## src/rtl/mul_iter_unit_pkg.sv

```systemverilog
// Shared definitions for the iterative multiplier: FSM states, multiply/accumulator
// function codes and classification helpers.
package mul_iter_unit_pkg;

   localparam int FUNC_W = 6;

   typedef enum logic [1:0] {IDLE, BUSY, DONE} state_t;

   localparam logic [FUNC_W-1:0] FN_MADD  = 6'h00;
   localparam logic [FUNC_W-1:0] FN_MADDU = 6'h01;
   localparam logic [FUNC_W-1:0] FN_MSUB  = 6'h04;
   localparam logic [FUNC_W-1:0] FN_MSUBU = 6'h05;
   localparam logic [FUNC_W-1:0] FN_MFHI  = 6'h10;
   localparam logic [FUNC_W-1:0] FN_MTHI  = 6'h11;
   localparam logic [FUNC_W-1:0] FN_MFLO  = 6'h12;
   localparam logic [FUNC_W-1:0] FN_MTLO  = 6'h13;
   localparam logic [FUNC_W-1:0] FN_MULT  = 6'h18;
   localparam logic [FUNC_W-1:0] FN_MULTU = 6'h19;

   function automatic logic is_signed(input logic [FUNC_W-1:0] f);
      return (f == FN_MULT) || (f == FN_MADD) || (f == FN_MSUB);
   endfunction

   // HI/LO moves skip the shift-add datapath entirely
   function automatic logic is_bypass(input logic [FUNC_W-1:0] f);
      return (f == FN_MFHI) || (f == FN_MFLO) || (f == FN_MTHI) || (f == FN_MTLO);
   endfunction

endpackage

```

## src/rtl/mul_iter_unit_if.sv

```systemverilog
// Issue-side handshake and result bus between the issue stage and the multiplier.
interface mul_iter_unit_if import mul_iter_unit_pkg::*; ();
   logic              start;
   logic              flush;
   logic [FUNC_W-1:0] mul_func;
   logic [31:0]       a;
   logic [31:0]       b;
   logic              busy;
   logic              valid;
   logic [FUNC_W-1:0] func_out;
   logic [63:0]       product;

   modport master (output start, flush, mul_func, a, b,
                   input  busy, valid, func_out, product);
   modport slave  (input  start, flush, mul_func, a, b,
                   output busy, valid, func_out, product);
endinterface

```

## src/rtl/mul_iter_unit_step.sv

```systemverilog
// One shift-add iteration: adds multiplicand * ITER_BITS-wide multiplier slice
// into the 66-bit accumulator.
module mul_iter_unit_step #(
   parameter int ITER_BITS = 1
) (
   input  logic [65:0]          i_acc,
   input  logic [63:0]          i_mcand,
   input  logic [ITER_BITS-1:0] i_slice,
   output logic [65:0]          o_acc
);

   logic [65:0] w_pp;

   always_comb begin
      w_pp = '0;
      for (int i = 0; i < ITER_BITS; i++) begin
         if (i_slice[i]) w_pp = w_pp + ({2'b00, i_mcand} << i);
      end
      o_acc = i_acc + w_pp;
   end

endmodule

```

## src/rtl/mul_iter_unit.sv

```systemverilog
// Iterative 32x32 multiplier feeding the HI/LO accumulator (Valid = accumulator enable).
// Optional MUL_EARLY_OUT_EN: finish as soon as the remaining multiplier bits are zero.
module mul_iter_unit import mul_iter_unit_pkg::*; #(
   parameter int ITER_BITS = 1
) (
   input logic          i_clk,
   input logic          i_rst,
   mul_iter_unit_if.slave io_bus
);

   localparam int N = 32 / ITER_BITS;
   localparam logic [5:0] LAST = 6'(N - 1);

   state_t            r_state, w_next_state;
   logic [65:0]       r_acc;
   logic [63:0]       r_mcand;
   logic [31:0]       r_mplier;
   logic              r_sign;
   logic [5:0]        r_cnt;
   logic [FUNC_W-1:0] r_func;
   logic [63:0]       r_product;

   logic [65:0] w_step;
   logic [63:0] w_final, w_fixed;
   logic [31:0] w_abs_a, w_abs_b;
   logic        w_sgn_op, w_accept, w_last, w_early, w_mdone;

   assign w_accept = io_bus.start && !io_bus.flush && (r_state == IDLE || r_state == DONE);
   assign w_sgn_op = is_signed(io_bus.mul_func);
   assign w_abs_a  = (w_sgn_op && io_bus.a[31]) ? -io_bus.a : io_bus.a;
   assign w_abs_b  = (w_sgn_op && io_bus.b[31]) ? -io_bus.b : io_bus.b;
   assign w_last   = (r_cnt == LAST);

`ifdef MUL_EARLY_OUT_EN
   assign w_early = (r_mplier == '0);
`else
   assign w_early = 1'b0;
`endif

   assign w_mdone = w_early || w_last;
   // Early exit skips the step, so the sign fix is applied to the held accumulator
   assign w_final = w_early ? r_acc[63:0] : w_step[63:0];
   assign w_fixed = r_sign ? -w_final : w_final;

   mul_iter_unit_step #(.ITER_BITS(ITER_BITS)) u_step (
      .i_acc   (r_acc),
      .i_mcand (r_mcand),
      .i_slice (r_mplier[ITER_BITS-1:0]),
      .o_acc   (w_step)
   );

   always_ff @(posedge i_clk or posedge i_rst) begin
      if (i_rst) r_state <= IDLE;
      else       r_state <= w_next_state;
   end

   always_comb begin
      w_next_state = r_state;
      if (io_bus.flush) begin
         w_next_state = IDLE;
      end else begin
         case (r_state)
            IDLE, DONE: begin
               if (io_bus.start) w_next_state = is_bypass(io_bus.mul_func) ? DONE : BUSY;
               else              w_next_state = IDLE;
            end
            BUSY:    if (w_mdone) w_next_state = DONE;
            default: w_next_state = IDLE;
         endcase
      end
   end

   always_ff @(posedge i_clk or posedge i_rst) begin
      if (i_rst) begin
         r_acc     <= '0;
         r_mcand   <= '0;
         r_mplier  <= '0;
         r_sign    <= 1'b0;
         r_cnt     <= '0;
         r_func    <= '0;
         r_product <= '0;
      end else if (w_accept) begin
         r_func   <= io_bus.mul_func;
         r_acc    <= '0;
         r_mcand  <= {32'd0, w_abs_a};
         r_mplier <= w_abs_b;
         r_sign   <= w_sgn_op && (io_bus.a[31] ^ io_bus.b[31]);
         r_cnt    <= '0;
         if (is_bypass(io_bus.mul_func)) r_product <= {32'd0, io_bus.a};
      end else if (r_state == BUSY && !io_bus.flush) begin
         r_acc    <= w_step;
         r_mcand  <= r_mcand << ITER_BITS;
         r_mplier <= r_mplier >> ITER_BITS;
         r_cnt    <= r_cnt + 6'd1;
         if (w_mdone) r_product <= w_fixed;
      end
   end

   assign io_bus.busy     = (r_state == BUSY);
   assign io_bus.valid    = (r_state == DONE) && !io_bus.flush;
   assign io_bus.func_out = r_func;
   assign io_bus.product  = r_product;

endmodule
```

## src/flat_wrapper.sv

```systemverilog
// flat-port wrapper written by rule: the top's interface ports become plain ports
module mul_iter_unit_flat import mul_iter_unit_pkg::*;
#(
   parameter int ITER_BITS = 1
)
  (i_clk, i_rst, io_bus_start, io_bus_flush, io_bus_mul_func, io_bus_a, io_bus_b, io_bus_busy, io_bus_valid, io_bus_func_out, io_bus_product);
  mul_iter_unit_if io_bus_i ();
  input logic i_clk;
  input logic i_rst;
  input wire logic [$bits(io_bus_i.start)-1:0] io_bus_start;
  input wire logic [$bits(io_bus_i.flush)-1:0] io_bus_flush;
  input wire logic [$bits(io_bus_i.mul_func)-1:0] io_bus_mul_func;
  input wire logic [$bits(io_bus_i.a)-1:0] io_bus_a;
  input wire logic [$bits(io_bus_i.b)-1:0] io_bus_b;
  output wire logic [$bits(io_bus_i.busy)-1:0] io_bus_busy;
  output wire logic [$bits(io_bus_i.valid)-1:0] io_bus_valid;
  output wire logic [$bits(io_bus_i.func_out)-1:0] io_bus_func_out;
  output wire logic [$bits(io_bus_i.product)-1:0] io_bus_product;
  assign io_bus_i.start = io_bus_start;
  assign io_bus_i.flush = io_bus_flush;
  assign io_bus_i.mul_func = io_bus_mul_func;
  assign io_bus_i.a = io_bus_a;
  assign io_bus_i.b = io_bus_b;
  assign io_bus_busy = io_bus_i.busy;
  assign io_bus_valid = io_bus_i.valid;
  assign io_bus_func_out = io_bus_i.func_out;
  assign io_bus_product = io_bus_i.product;
  mul_iter_unit #(.ITER_BITS(ITER_BITS)) u_core (.i_clk(i_clk), .i_rst(i_rst), .io_bus(io_bus_i));
endmodule
```

## config.mk

```make
export PLATFORM = sky130hd
export DESIGN_NAME = mul_iter_unit_flat
export DESIGN_NICKNAME = d
export VERILOG_FILES = /design/src/rtl/mul_iter_unit_pkg.sv /design/src/rtl/mul_iter_unit_if.sv /design/src/rtl/mul_iter_unit_step.sv /design/src/rtl/mul_iter_unit.sv /design/src/flat_wrapper.sv
export SDC_FILE = /design/constraint.sdc
export NUM_CORES = 1
export LEC_CHECK = 0
export CAP_MARGIN = 20
export CORE_MARGIN = 4
export CORE_UTILIZATION = 55
export CTS_CLUSTER_DIAMETER = 40
export DETAILED_ROUTE_END_ITERATION = 8
export DONT_BUFFER_PORTS = 1
export GPL_ROUTABILITY_DRIVEN = 0
export PLACE_DENSITY = 0.78
export SYNTH_ARGS = -nofsm -noshare
export SYNTH_HDL_FRONTEND = slang
export SYNTH_SLANG_ARGS = --single-unit
export TNS_END_PERCENT = 100
```

## constraint.sdc

```tcl
create_clock -name i_clk -period 21.3 [get_ports i_clk]
set_input_delay 4.26 -clock i_clk [delete_from_list [all_inputs] [get_ports i_clk]]
set_output_delay 4.26 -clock i_clk [all_outputs]
set_load 0.005 [all_outputs]
```

==> metrics.json <==
{
  "cts_buffers": {"value": 35},
  "commonest_non_fill_non_tap_cell_in_the_layout": {"value": "sky130_fd_sc_hd__nand2_1"},
  "finalSetupViolations": {"value": 0},
  "most_frequent_cells_in_the_layout": {"value": "292 x sky130_fd_sc_hd__nand2_1, 238 x sky130_fd_sc_hd__dfrtp_1, 199 x sky130_fd_sc_hd__o21ai_0, 175 x sky130_fd_sc_hd__nor2_1, 136 x sky130_fd_sc_hd__a21oi_1"},
  "critPathRequiredTime": {"value": 17.04, "unit": "ns"},
  "asyncSetResetFlopFracSynth": {"value": 100, "unit": "%"},
  "area.growth.synth_to_final": {"value": 8.31, "unit": "%"},
  "grt.overflow.total": {"value": 0},
  "max-clock-path-buffers": {"value": 3},
  "largest_fanout_of_any_net_on_the_critical_path": {"value": 3},
  "tritoncts": {"value": "yes"},
  "cp-end-kind": {"value": "output port"},
  "globalRouteTotalUtil": {"value": 28.9, "unit": "%"},
  "global_route_wire_length_before_repair": {"value": 81100, "unit": "um"},
  "synth_nets": {"value": 2216},
  "dpl.hpwl": {"value": 36000, "unit": "um"},
  "num_antenna_cells": {"value": 0},
  "rsz0062_at_grt": {"value": "no"},
  "min_period_over_period": {"value": 41.8, "unit": "%"},
  "finalPower": {"value": 1.78, "unit": "mW"},
  "final_antenna_net_count": {"value": 0},
  "port_buffers": {"value": 0},
  "ctsHoldBuffers": {"value": 0},
  "timing.critical_path.max_delay_family": {"value": "simple AND/OR/NAND/NOR gates"},
  "hold_class": {"value": "reg2reg"},
  "insertion_delay": {"value": 0.53, "unit": "ns"},
  "core-area": {"value": 30500, "unit": "um2"},
  "regArea": {"value": 5980, "unit": "um2"},
  "final_area": {"value": 18400, "unit": "um2"},
  "timing.final.max_slew_violations": {"value": 0},
  "path_buf_inv": {"value": 0},
  "timing.fmax": {"value": 112, "unit": "MHz"},
  "pin_count_of_the_biggest_net_entering_global_routing": {"value": 113},
  "fin_nets": {"value": 2143},
  "tightest_slew_margin_relative_to_the_limit": {"value": 22.0, "unit": "%"},
  "synth.cell_area": {"value": 17000, "unit": "um2"},
  "ctsRootBufferMaster": {"value": "sky130_fd_sc_hd__clkbuf_16"},
  "clock-skew-final": {"value": 0.0276, "unit": "ns"},
  "critical_path.cell_chain": {"value": "nor2_1, and2_1"},
  "worst_setup_path_start_kind": {"value": "input port"},
  "dominantRegCellSynth": {"value": "sky130_fd_sc_hd__dfrtp_1"},
  "number_of_antenna_violations_at_the_first_check_in_global_routing": {"value": 0},
  "run_status": {"value": "finished clean"},
  "drt-wirelength-per-cell": {"value": 20.6, "unit": "um"},
  "post_dp_cell_area": {"value": 17100, "unit": "um2"},
  "drive_gt1_share": {"value": 5.68, "unit": "%"},
  "arrival": {"value": 4.65, "unit": "ns"},
  "chipHeight": {"value": 184, "unit": "um"},
  "die_span_in_x": {"value": 184, "unit": "um"},
  "placementRows": {"value": 64},
  "worstMarginPinSlew": {"value": 1.16, "unit": "ns"},
  "ys_seq_area_share": {"value": 35.2, "unit": "%"},
  "critPathKind": {"value": "in2out"},
  "cp_slowest_cell": {"value": "sky130_fd_sc_hd__nor2_1"},
  "final_routed_drc_violation_total": {"value": 0},
  "crit_path_max_incr_delay": {"value": 0.20, "unit": "ns"},
  "post-route-util": {"value": 60.3, "unit": "%"},
  "post_synth_inst_count": {"value": 2074},
  "final.fill_count": {"value": 2574},
  "ys_warn_count": {"value": 0},
  "route.detailed.vias_per_inst": {"value": 6.65},
  "firstDrtPassIters": {"value": 6},
  "post_cts.resized_instances": {"value": 0},
  "cts_sinks": {"value": 239},
  "synth.ff_latch_count": {"value": 239},
  "clkTransAtPathRegs": {"value": 0.05, "unit": "ns"},
  "grt_pass1_vias": {"value": 15500},
  "final_layout_worst_hold_slack": {"value": 0.488, "unit": "ns"},
  "ir_drop": {"value": 0.0000603, "unit": "V"},
  "htreeDepth": {"value": 2},
  "postCtsSetupRepairBufs": {"value": 0},
  "top_level_ports": {"value": 146},
  "starting_density_of_the_core": {"value": 55.6, "unit": "%"},
  "synth-edff-count": {"value": 0},
  "violation_count_after_the_first_detailed_routing_iteration": {"value": 2035},
  "dieArea": {"value": 33700, "unit": "um2"},
  "via_count": {"value": 16100},
  "setup_tns": {"value": 0, "unit": "ns"},
  "yosys.cell_types.count": {"value": 78},
  "power_leakage": {"value": 7.81, "unit": "nW"},
  "finalWorstPathRequiredPeriod": {"value": 8.91, "unit": "ns"},
  "max_cap_violations": {"value": 0},
  "syn-mean-instance-area": {"value": 8.19, "unit": "um2"},
  "power_density": {"value": 96.7, "unit": "nW/um2"},
  "hold_violations_final": {"value": 0},
  "routed_wl": {"value": 50000, "unit": "um"},
  "multiInputGateArea": {"value": 10500, "unit": "um2"}
}
==> report_power, final <==
group / switching [mW] / internal [mW]
combinational: 0.379 / 0.212
clock: 0.241 / 0.348
sequential: 0.0642 / 0.533
total: 0.684 / 1.09
==> final timing paths <==
path                       cells after the start                         to  slack [ns]                from
max                                            2               io_bus_valid       12.39        io_bus_flush
max reg2reg                                   16  u_core.io_bus.product[60]       14.85  u_core.r_mplier[0]
min                                            2           u_core.r_acc[50]        0.49    u_core.r_acc[50]
min in group asynchronous                      1           u_core.r_acc[17]        3.68               i_rst
max in group asynchronous                      2  u_core.io_bus.func_out[4]       16.31               i_rst
min reg2reg                                    2           u_core.r_acc[50]        0.49    u_core.r_acc[50]
==> layer usage <==
| layer | global-route usage (%) | part of all wire, % | vias to the layer above |
|---|---|---|---|
| li1 | - | - | 7404 |
| met1 | 39.8 | 41 | 7709 |
| met2 | 44.7 | 44 | 842 |
| met3 | 6.51 | 10 | 162 |
| met4 | 11.1 | 4.1 | 0 |
| met5 | 0 | 0 | - |
==> final cells by class <==
| cell class | count | share of cell area, % |
|---|---|---|
| Multi-Input combinational cell | 1692 | 57.0 |
| Sequential cell | 239 | 32.5 |
| Clock buffer | 38 | 4.99 |
| Tap cell | 396 | 2.69 |
| Clock inverter | 24 | 1.52 |
| Timing Repair Buffer | 15 | 0.830 |
| Inverter | 18 | 0.408 |
==> sequential cells by signal, summed over array words and instances, names as in the netlist <==
register,count
u_core.io_bus.func_out,6
u_core.io_bus.product,64
u_core.r_acc,64
u_core.r_cnt,6
u_core.r_mcand,64
u_core.r_mplier,32
u_core.r_sign,1
u_core.r_state,2
==> cell families (layout without fill, tap and decap cells) <==
group           Yosys count  in the layout  share of synthesized area (%)
xor+xnor                157            157                           8.10
mux                       6              6                          0.354
buf+inv                 143             95                           3.17
simple gates            766            766                           21.5
flops                   239            239                           35.2
fa+ha+maj                68             68                           5.06
compound gates          695            695                           26.5
==> Yosys cell counts, drive strengths merged, types with 6 or more instances <==
cell    instances  area share (%)
a22o           84             4.3
a21oi         136             4.0
o31ai          46             2.1
or3            20            0.77
o41ai          15            0.86
nand3          21            0.62
nor2b           8            0.29
mux2i           6            0.35
a21o           19            0.84
clkbuf        117             2.6
a31oi          40             1.5
nor3           32            0.94
a21boi         10            0.44
nor4           19            0.74
nand2         293             6.5
a211oi         14            0.65
xor2           94             4.8
nand4b          6            0.31
o21ai         213             6.3
or4            17            0.77
or2            18            0.68
buf             8            0.18
nor2          176             3.9
xnor2          63             3.3
nand4          39             1.5
and2           86             3.2
nand2b         13            0.48
ha             67             4.9
inv            18            0.40
o21a           17            0.75
o211ai         12            0.53
o21bai         13            0.57
dfrtp         239              35
a22oi          34             1.5
==> metrics by stage <==
| stage | setup slack (ns) | instances |
|---|---|---|
| 6_report | 12.39 | 2422 |
| 5_1_grt | 12.35 | 2422 |
| 4_1_cts | 12.39 | 2420 |
| 3_5_place_dp | 12.38 | 2358 |
| 3_3_place_gp | 12.39 | 2358 |
| 2_1_floorplan | 10.48 | 2074 |
(Power assumes the default switching activity.)
